==> src/rtl/byte_stream_server.sv <==
// Byte streamer: arms on a trigger byte and pushes a memory image to uart_tx.
// Supports abort, re-arm/single-shot and progress counting.
module byte_stream_server #(
  parameter int          DEPTH   = 1300,
  parameter int          ADDR_W  = $clog2(DEPTH),
  parameter logic [7:0]  TRIGGER = 8'hAA,
  parameter logic [7:0]  ABORT   = 8'h55,
  parameter bit          REARM   = 1'b1
) (
  input  logic              clk,
  input  logic              rst,
  input  logic [7:0]        rx_data,
  input  logic              rx_valid,
  input  logic [ADDR_W:0]   len,
  output logic              rd_en,
  output logic [ADDR_W-1:0] rd_addr,
  input  logic [7:0]        rd_data,
  output logic [7:0]        tx_data,
  output logic              tx_start,
  input  logic              tx_busy,
  output logic              busy,
  output logic              done,
  output logic              aborted,
  output logic [ADDR_W:0]   sent_cnt
);

  localparam logic [2:0] S_IDLE  = 3'd0;
  localparam logic [2:0] S_FETCH = 3'd1;
  localparam logic [2:0] S_LOAD  = 3'd2;
  localparam logic [2:0] S_SEND  = 3'd3;
  localparam logic [2:0] S_HOLD  = 3'd4;
  localparam logic [2:0] S_DRAIN = 3'd5;
  localparam logic [2:0] S_FIN   = 3'd6;
  localparam logic [2:0] S_DONE  = 3'd7;

  localparam logic [ADDR_W:0]   DEPTH_L = (ADDR_W+1)'(DEPTH);
  localparam logic [ADDR_W-1:0] LAST_A  = ADDR_W'(DEPTH-1);

  logic [2:0]        state_q, state_d;
  logic [ADDR_W:0]   n_q, n_d;
  logic [ADDR_W:0]   sent_q, sent_d;
  logic [ADDR_W-1:0] addr_q, addr_d;
  logic [7:0]        txd_q, txd_d;
  logic              done_q, done_d;
  logic              abt_q, abt_d;
  logic              pend_q, pend_d;
  logic              trig, abrt;
  logic [ADDR_W:0]   n_clamp;

  assign trig    = rx_valid && (rx_data == TRIGGER);
  assign abrt    = rx_valid && (rx_data == ABORT);
  assign n_clamp = (len > DEPTH_L) ? DEPTH_L : len;

  assign busy     = (state_q != S_IDLE) && (state_q != S_DONE);
  assign rd_en    = (state_q == S_FETCH);
  assign rd_addr  = addr_q;
  // A pending abort suppresses any further start pulse.
  assign tx_start = (state_q == S_SEND) && !tx_busy && !pend_q;
  assign tx_data  = txd_q;
  assign done     = done_q;
  assign aborted  = abt_q;
  assign sent_cnt = sent_q;

  always_comb begin
    state_d = state_q;
    n_d     = n_q;
    sent_d  = sent_q;
    addr_d  = addr_q;
    txd_d   = txd_q;
    done_d  = 1'b0;
    abt_d   = abt_q;
    pend_d  = pend_q;
    if (busy && abrt) pend_d = 1'b1;
    unique case (state_q)
      S_IDLE: begin
        if (trig) begin
          n_d     = n_clamp;
          sent_d  = '0;
          abt_d   = 1'b0;
          addr_d  = '0;
          state_d = (n_clamp == '0) ? S_FIN : S_FETCH;
        end
      end
      S_FETCH: state_d = S_LOAD;
      S_LOAD: begin
        txd_d   = rd_data;
        state_d = S_SEND;
      end
      S_SEND: begin
        if (pend_q) begin
          state_d = S_FIN;
        end else if (!tx_busy) begin
          if (sent_q != n_q) sent_d = sent_q + 1'b1;
          if (addr_q != LAST_A) addr_d = addr_q + 1'b1;
          state_d = S_HOLD;
        end
      end
      S_HOLD: state_d = S_DRAIN;
      S_DRAIN: begin
        if (!tx_busy)
          state_d = (sent_q == n_q || pend_q) ? S_FIN : S_FETCH;
      end
      S_FIN: begin
        done_d  = 1'b1;
        abt_d   = pend_q;
        pend_d  = 1'b0;
        state_d = REARM ? S_IDLE : S_DONE;
      end
      S_DONE: state_d = S_DONE;
      default: state_d = S_IDLE;
    endcase
  end

  always_ff @(posedge clk) begin
    if (rst) begin
      state_q <= S_IDLE;
      n_q     <= '0;
      sent_q  <= '0;
      addr_q  <= '0;
      txd_q   <= '0;
      done_q  <= 1'b0;
      abt_q   <= 1'b0;
      pend_q  <= 1'b0;
    end else begin
      state_q <= state_d;
      n_q     <= n_d;
      sent_q  <= sent_d;
      addr_q  <= addr_d;
      txd_q   <= txd_d;
      done_q  <= done_d;
      abt_q   <= abt_d;
      pend_q  <= pend_d;
    end
  end

endmodule

==> config.mk <==
export PLATFORM = sky130hd
export DESIGN_NAME = byte_stream_server
export DESIGN_NICKNAME = d
export VERILOG_FILES = /design/src/rtl/byte_stream_server.sv
export SDC_FILE = /design/constraint.sdc
export NUM_CORES = 1
export LEC_CHECK = 0
export BUFFER_PORTS_ARGS = -buffer_cell sky130_fd_sc_hd__buf_2
export CAP_MARGIN = 25
export CORE_MARGIN = 1.5
export CORE_UTILIZATION = 47
export CTS_BUF_LIST = sky130_fd_sc_hd__clkbuf_16
export CTS_CLUSTER_SIZE = 8
export DETAILED_ROUTE_END_ITERATION = 8
export MAX_ROUTING_LAYER = met4
export PLACE_DENSITY = 0.83
export SLEW_MARGIN = 20
export SYNTH_ARGS = -nofsm -noshare
export SYNTH_HDL_FRONTEND = slang
export SYNTH_SLANG_ARGS = --single-unit
==> constraint.sdc <==
create_clock -name clk -period 1.7 [get_ports clk]
set_input_delay 0.085 -clock clk [delete_from_list [all_inputs] [get_ports clk]]
set_output_delay 0.085 -clock clk [all_outputs]
set_load 0.01 [all_outputs]
Word level (Yosys, flattened, before mapping) --
Index checks and enable logic that the tools add are counted.
Word-level totals: bits in registers 49, latch bits 0, bits in writable memories 0, ROM bits 0, bits of input ports 32, output and inout port bits 36, logic and storage cells 72, memories 0
Cells by class: add/subtract/negate cells 2, multipliers 0, divide/modulo/power cells 0, magnitude comparators 1, equality and inequality tests 20, shift operators 0, multiplexer cells 21, bitwise logic cells 0, reductions and logical operators 20
Operator list (count):
- two-way mux 12 bit | 5
- two-way mux 11 bit | 4
- one-hot mux 12 bit (2 select lines) | 1
- one-hot mux 3 bit (8 select lines) | 1
- one-hot mux 11 bit (2 select lines) | 1
- two-way mux 3 bit | 6
- adder 12 x 1 -> 12 bit (second input constant) | 1
- == test 12 bit | 1
- == test 3 bit (second input constant) | 4
- greater-than comparator 12 x 11 -> 1 bit (second input constant) | 1
- logical NOT 12 bit | 1
- != test 12 bit | 1
- adder 11 x 1 -> 11 bit (second input constant) | 1
- != test 11 bit (second input constant) | 1
- AND reduction 5 bit | 2
- == test 8 x 7 -> 1 bit (second input constant) | 1
- == test 8 bit (second input constant) | 1
- != test 2 bit (second input constant) | 4
- == test 3 x 2 -> 1 bit (second input constant) | 2
- logical AND 1 bit | 6
- != test 3 bit (second input constant) | 2
- != test 2 x 1 -> 1 bit (second input constant) | 2
- AND reduction 2 bit | 2
- nonzero test 2 bit | 2
- 9 further kinds | 11

Depth between registers and ports, before layout --
Gate-level depths: netlist (run 1).
word-level depth 6, gate-level depth with buffers 8

Worst setup path before layout (run 1) --
Ideal clock, no wire load.
path kind flip-flop to flip-flop, start point reg state_q[1], end point reg sent_q[7], in the netlist sent_cnt[7], data arrival time 1751 ps, slack -121 ps, cell stages (with the launch flop) 8, path buffers 1, period minus slack after synthesis 1821 ps, path through dfxtp_1 buf_6 nand3b_4 or3_4 a31oi_4 o2111ai_4 or3_1 a21oi_1
Between the ends: word-level cells in the longest chain between the ends 3, elaborated cells between the ends (all ways) 9, those cells by class 5 x eq/ne; 1 x mux; 3 x reduce/logical
Ends and longest elaborated chain:
- start, declared | RTL line 39 | logic [2:0] state_q, state_d;
- start signal, assigned | RTL line 125 | state_q <= state_d;
- == test 3 x 2 -> 1 bit or logical NOT 3 bit (tied branches) | RTL line 74 | unique case (state_q)
- != test 2 x 1 -> 1 bit (no source line) (tied with other cells)
- AND reduction 5 bit (no source line)
- end signal, assigned | RTL line 127 | sent_q <= sent_d;
- end, declared | RTL line 41 | logic [ADDR_W:0] sent_q, sent_d;
Parallel ways exist; a longest one is shown, timed or not. A chain may end at the register's enable or synchronous reset.

Worst setup path in the final report (run 1) --
start point reg state_q[2], end point reg sent_q[11], in the netlist sent_cnt[11]
Same word-level chain as after synthesis.

==> results of run 1 <==
==> stage by stage <==
stage,hold slack (ps),setup WS [ps]
2_1_floorplan,211,-83.3
6_report,25.2,-160
3_3_place_gp,318,-26.4
5_1_grt,32.0,-241
4_1_cts,22.7,-113
3_5_place_dp,322,-72.9
==> state kept, by name (all words and copies together), names as in the netlist <==
register  flops
n_q          12
sent_cnt     12
rd_addr      11
tx_data       8
state_q       3
aborted       1
done          1
pend_q        1
==> cells by family after synthesis <==
kind of cell,after synthesis
multiplexers,8
XOR/XNOR,29
flip-flops,49
AO/OA/AOI/OAI,43
buffers and inverters,17
AND/OR/NAND/NOR,120
adder cells (fa/ha/maj),2
==> cells in the final DEF (no fill, tap or decap), types with 8 or more instances in the layout <==
cell and instances:
buf_2 67, buf_4 48, nor2_1 37, dfxtp_1 37, xor2_1 19, inv_1 10, nand4_1 10, nand2_1 10
dfxtp_2 10, a21oi_1 9, nand3_1 8, nor3_1 8, mux2i_1 8
==> Yosys cell counts (6+ instances only) <==
library cell | count | area [um^2]
nor3_1 | 9 | 45.0
xor2_1 | 24 | 210
or3_1 | 8 | 50.1
o21ai_0 | 8 | 40.0
inv_1 | 7 | 26.3
dfxtp_1 | 49 | 981
nand4_1 | 10 | 62.6
nand3_1 | 8 | 40.0
a21oi_1 | 11 | 55.1
a22o_1 | 6 | 52.6
and3_1 | 6 | 37.5
mux2i_1 | 8 | 80.1
nand2_1 | 11 | 41.3
nor2_1 | 38 | 143
==> metal layers <==
layer  up-vias  wire length [um]  global-route usage [%]
met5         -                 0                       -
met4         0               417                    12.9
met3        41               512                    6.96
met2       140              3810                    45.8
met1      1229              3140                    31.6
li1       1205                 -                       -
==> critical path: cells and delay by family, from the launching register on <==
family | cells | cell delay, ps
DFF | 1 | 330
AOI/OAI and AO/OA | 3 | 540
and+or+nand+nor | 3 | 920
==> power breakdown <==
part | leakage, nW | internal, mW | switching, mW
Sequential | 0.401 | 1.14 | 0.000447
Clock | 0.0776 | 0.530 | 0.428
Combinational | 1.12 | 0.0458 | 0.0592
==> path summary, 6_finish.rpt <==
path | slack (ps) | to
min reg2reg | 470 | aborted$_SDFFE_PP0P_
min | 30 | tx_data[4]$_SDFFE_PP0P_
max reg2reg | -160 | sent_cnt[11]$_SDFFE_PP0P_
max | -160 | sent_cnt[11]$_SDFFE_PP0P_
==> layout make-up <==
| class | count | area [um^2] | share of cell area (%) |
|---|---|---|---|
| Timing Repair Buffer | 121 | 772 | 21.7 |
| Multi-Input combinational cell | 202 | 1520 | 42.9 |
| Tap cell | 67 | 83.8 | 2.36 |
| Sequential cell | 49 | 1000 | 28.2 |
| Clock buffer | 5 | 125 | 3.52 |
| Clock inverter | 3 | 11.3 | 0.317 |
| Inverter | 8 | 32.5 | 0.916 |
==> what timing repair did <==
item                                    CTS  global route
endpoints found under the setup margin   23            32
resized for setup                        19            30
buffers inserted                          4             5
pin swaps                                11            18
==> out/metrics.yaml, run 1 <==
min_period_ps: 1860
fin_util_pct: 73.2
synthArstFlopShare_pct: 0
syn_area_um2: 2420
violations: "negative setup slack"
dr.pass1.iters: 5
synth_top_family_by_area: "simple AND/OR/NAND/NOR gates"
finalNonFillerCells: 455
synth-edff-count: 0
cp_max_fo: 5
final_area_um2: 3550
ctsHoldBuffers: 0
diodes: 0
port_buffers: 67
avgSynthCellArea_um2: 9.02
ioPinCount: 68
dp.cells: 438
grt_pass1_vias: 2398
grt_setup_unrepaired: "true"
cp.arrival_ps: 2080
fill_cells: 299
clock_path_buffers: 2
total_power_mw: 2.21
crit_path_max_incr_delay_ps: 400
fin_crit_sh_pct: 109
htreeDepth: 2
finClkSkew_ps: 4.99
muxShareOfSynthArea_pct: 3.31
worstSetupStartpointType: "register"
gp_congestion: 0.898
root_buffer: "clkbuf_16"
setup_tns_ps: -1360
gr-total-overflow: 0
clk_pin_slew_ps: 60
grt_max_degree: 22
ys_warn_count: 0
outcome: "finished, violations left"
ys_seq_area_share_pct: 40.6
path_class: "register to register"
p_leak_nw: 1.60
min_from: "rd_data[4]"
finalMaxSlewViolations: 0
route.detailed.drc: 0
numCtsBuffers: 5
hpwl_mm: 4.89
synthAdderAreaFrac_pct: 1.04
r2r_cells: 6
core_area_um2: 4850
setup_viol_count_final: 13
dieWidth_um: 74.7
nets: 421
synth_cells: 268
via_per_inst: 5.75
worstHoldPathCells: 3
vias: 2615
yosysUniqueCellTypes: 45
ys.flop_type: "dfxtp_1"
power_density_nw_per_um2: 622
synth-compound-area-share_pct: 13.3
synth_xor_area_share_pct: 10.5
dpl-instance-area_um2: 3150
maxCapViolCount: 0
hold_violations: 0
cts_tree: "yes"
synth_nets: 302
startpoint: "state_q[2]$_SDFFE_PP0P_"
die_y_um: 74.7
rows: 25
end_kind: "register"
drive_gt1_share_pct: 43.8
crit_chain: "nand3b_4 > or3_4 > a31oi_4 > o2111ai_4 > or3_1 > a21oi_1"
crit_slowest_cell: "or3_1"
reg2reg_from: "state_q[2]$_SDFFE_PP0P_"
ant_nets: 0
tightest_slew_ps: 589
ys_ff_latch: 49
wl_per_cell_um: 17.3
finalWorstSetupSlack_ps: -160
dieArea_um2: 5580
syn_to_final_growth_pct: 46.9
slew_headroom_pct: 60.4
drt_wl_total_mm: 7.88
cts_num_sinks: 49
grt_antenna_before_repair: 0
required_ps: 1920
drt-initial-drc-count: 230
track_usage_pct: 27.7
max-vdd-ir-drop_v: 0.000526
fmax_ghz: 0.538
synthSimpleGateAreaFrac_pct: 28.2
initial_core_util_pct: 49.8
hold_path.class: "input port to register"
clk_latency_ps: 290
grt_first_pass_wirelength_mm: 11.3
Power figures use the tool's default switching activity.
==> inputs of run 2 (changes only) <==
--- a/config.mk
+++ b/config.mk
@@ -7,13 +7,16 @@
 export LEC_CHECK = 0
 export BUFFER_PORTS_ARGS = -buffer_cell sky130_fd_sc_hd__buf_2
 export CAP_MARGIN = 25
+export CELL_PAD_IN_SITES_DETAIL_PLACEMENT = 1
+export CELL_PAD_IN_SITES_GLOBAL_PLACEMENT = 2
 export CORE_MARGIN = 1.5
-export CORE_UTILIZATION = 47
+export CORE_UTILIZATION = 27
 export CTS_BUF_LIST = sky130_fd_sc_hd__clkbuf_16
 export CTS_CLUSTER_SIZE = 8
 export DETAILED_ROUTE_END_ITERATION = 8
 export MAX_ROUTING_LAYER = met4
-export PLACE_DENSITY = 0.83
+export PLACE_DENSITY = 0.81
+export SKIP_CTS_REPAIR_TIMING = 1
 export SLEW_MARGIN = 20
 export SYNTH_ARGS = -nofsm -noshare
 export SYNTH_HDL_FRONTEND = slang
==> out/metrics.yaml, run 2 (synthesized netlist as in run 1, its figures left out) <==
outcome: "finished, violations left"
violations: "negative setup slack"
fmax_ghz: 0.551  # +2.5%
finalWorstSetupSlack_ps: -113  # +46.1 ps
end_kind: "register"
grt_pass1_vias: 2582  # +7.7%
cpMostUsedCell: "or3_4"
path_class: "register to register"
crit_buf_inv: 0  # unchanged
setup_viol_count_final: 8  # -5
via_per_inst: 4.90  # -15%
final_common_cell: "buf_2"
tightest_slew_ps: 465  # -124 ps
grt_first_pass_wirelength_mm: 12.6  # +12%
fin_util_pct: 41.0  # -32 points
netSwitchingFraction_pct: 22.2  # +0.10 points
crit_path_max_incr_delay_ps: 420  # +20 ps
crit_slowest_cell: "or3_4"
worstSetupStartpointType: "register"
seqPwrFrac_pct: 51.7  # about the same
fin_crit_sh_pct: 107  # -2.7 points
drive_gt1_share_pct: 43.5  # -0.29 points
die_y_um: 97.6  # +31%
numCtsBuffers: 5  # unchanged
dieWidth_um: 97.6  # +31%
hpwl_mm: 5.84  # +20%
gp_congestion: 0.894  # -0.49%
cp.arrival_ps: 2040  # -40 ps
rows: 34  # +36%
vias: 2419  # -7.5%
layout_common_cells: "buf_2 (67), buf_4 (49), dfxtp_1 (38)"
reg2reg_from: "state_q[0]$_SDFFE_PP0P_"
r2r_end: "sent_cnt[7]$_SDFFE_PP0P_"
fill_cells: 1065  # +260%
diodes: 0  # unchanged
maxCapViolCount: 0  # unchanged
p_sw_uw: 492  # +0.73%
track_usage_pct: 16.6  # -11 points
cts_num_sinks: 49  # unchanged
min_from: "rd_data[0]"
dr.pass1.iters: 4  # -1
crit_chain: "nand3b_4 > or3_4 > a31oi_4 > o2111ai_4 > or3_4 > a21oi_2"
port_buffers: 67  # unchanged
finClkSkew_ps: 2.58  # -2.41 ps
power.internal_mw: 1.72  # +0.14%
grt_antenna_before_repair: 0  # unchanged
grt_max_degree: 22  # unchanged
core_area_um2: 8680  # +79%
cp_max_fo: 6  # +1
nets: 420  # -0.24%
clk_latency_ps: 290  # about the same
ioPinCount: 68  # unchanged
route.detailed.drc: 0  # unchanged
power_density_nw_per_um2: 622  # about the same
drt-initial-drc-count: 34  # -85%
min_period_ps: 1810  # -46.1 ps
drt_wl_total_mm: 7.76  # -1.5%
hold_path.class: "input port to register"
finalMaxSlewViolations: 0  # unchanged
p_leak_nw: 1.60  # -0.43%
htreeDepth: 2  # unchanged
pwr-share-clk_pct: 43.6  # +0.2 points
initial_core_util_pct: 27.8  # -22 points
setup_tns_ps: -656  # +708 ps
dieArea_um2: 9520  # +71%
ant_nets: 0  # unchanged
r2r_cells: 6  # unchanged
syn_to_final_growth_pct: 47.4
hold_violations: 0  # unchanged
r2r_setup_slack_ps: -110  # +50 ps
critical_path.top_delay_family: "simple AND/OR/NAND/NOR gates"
grt_setup_unrepaired: "true"
max-vdd-ir-drop_v: 0.000374  # -29%
worstHoldPathCells: 3  # unchanged
cts_tree: "yes"
wl_per_cell_um: 15.7  # -9.3%
clk_pin_slew_ps: 70  # about the same
combPwrFrac_pct: 4.7  # about the same
hold_end: "tx_data[0]$_SDFFE_PP0P_"
clock_path_buffers: 2  # unchanged
slew_headroom_pct: 68.7  # +8.3 points
root_buffer: "clkbuf_16"
required_ps: 1930  # about the same
gr-total-overflow: 0  # unchanged
## run 2: layer usage
layer / GRT usage (%) / wire [um]
met1: 19.9 / 3450
met5: - / 0
met4: 5.16 / 104
met2: 28.6 / 3980
met3: 2.66 / 232
## run 2: cell type report
class                   instances  area, um^2  share of cell area, %
clock inverters                 2        11.3                  0.316
flip-flops and latches         49        1000                   28.1
inverters                       8        30.0                  0.843
clock buffers                   5         125                   3.51
multi-input cells             202        1500                   42.2
repair buffers                120         757                   21.3
well taps                     108         135                   3.79
## run 2: worst max-delay path by stage
stage	end	start	cells past startpoint
3_3_place_gp	rd_addr[10]$_SDFFE_PP0P_	state_q[2]$_SDFFE_PP0P_	8
6_report	sent_cnt[7]$_SDFFE_PP0P_	state_q[0]$_SDFFE_PP0P_	6
4_1_cts	rd_addr[8]$_SDFFE_PP0P_	state_q[2]$_SDFFE_PP0P_	7
3_5_place_dp	rd_addr[8]$_SDFFE_PP0P_	state_q[2]$_SDFFE_PP0P_	7
2_1_floorplan	sent_cnt[7]$_SDFFE_PP0P_	state_q[1]$_SDFFE_PP0P_	7
5_1_grt	sent_cnt[10]$_SDFFE_PP0P_	n_q[6]$_SDFFE_PP0P_	8
## run 2: power groups by stage
stage | sequential [mW] | clock (mW) | combinational [mW]
floorplan | 1.17 | 0 | 0.0324
global placement | 1.17 | 0 | 0.0981
detailed placement | 1.17 | 0 | 0.101
CTS | 1.15 | 0.987 | 0.101
global route | 1.14 | 1.02 | 0.114
finish | 1.14 | 0.967 | 0.103
## run 2: stage by stage
step / hold WS, ps / cells / total power, mW / worst slack (ps) / instance area (um^2)
after floorplan: 211 / 268 / 1.21 / -83.3 / 2420
after global placement: 324 / 483 / 1.27 / -139 / 3230
after detailed placement: 334 / 483 / 1.28 / -164 / 3230
after CTS: 34.9 / 490 / 2.24 / -189 / 3370
after global routing: 46.4 / 494 / 2.28 / -212 / 3560
final: 31.3 / 494 / 2.21 / -113 / 3560
## run 2: worst reg2reg max path: stages, from the launching register on
cell	delay [ps]
dfxtp_4	390
nand3b_4	80
or3_4	370
a31oi_4	210
o2111ai_4	180
or3_4	420
a21oi_2	110
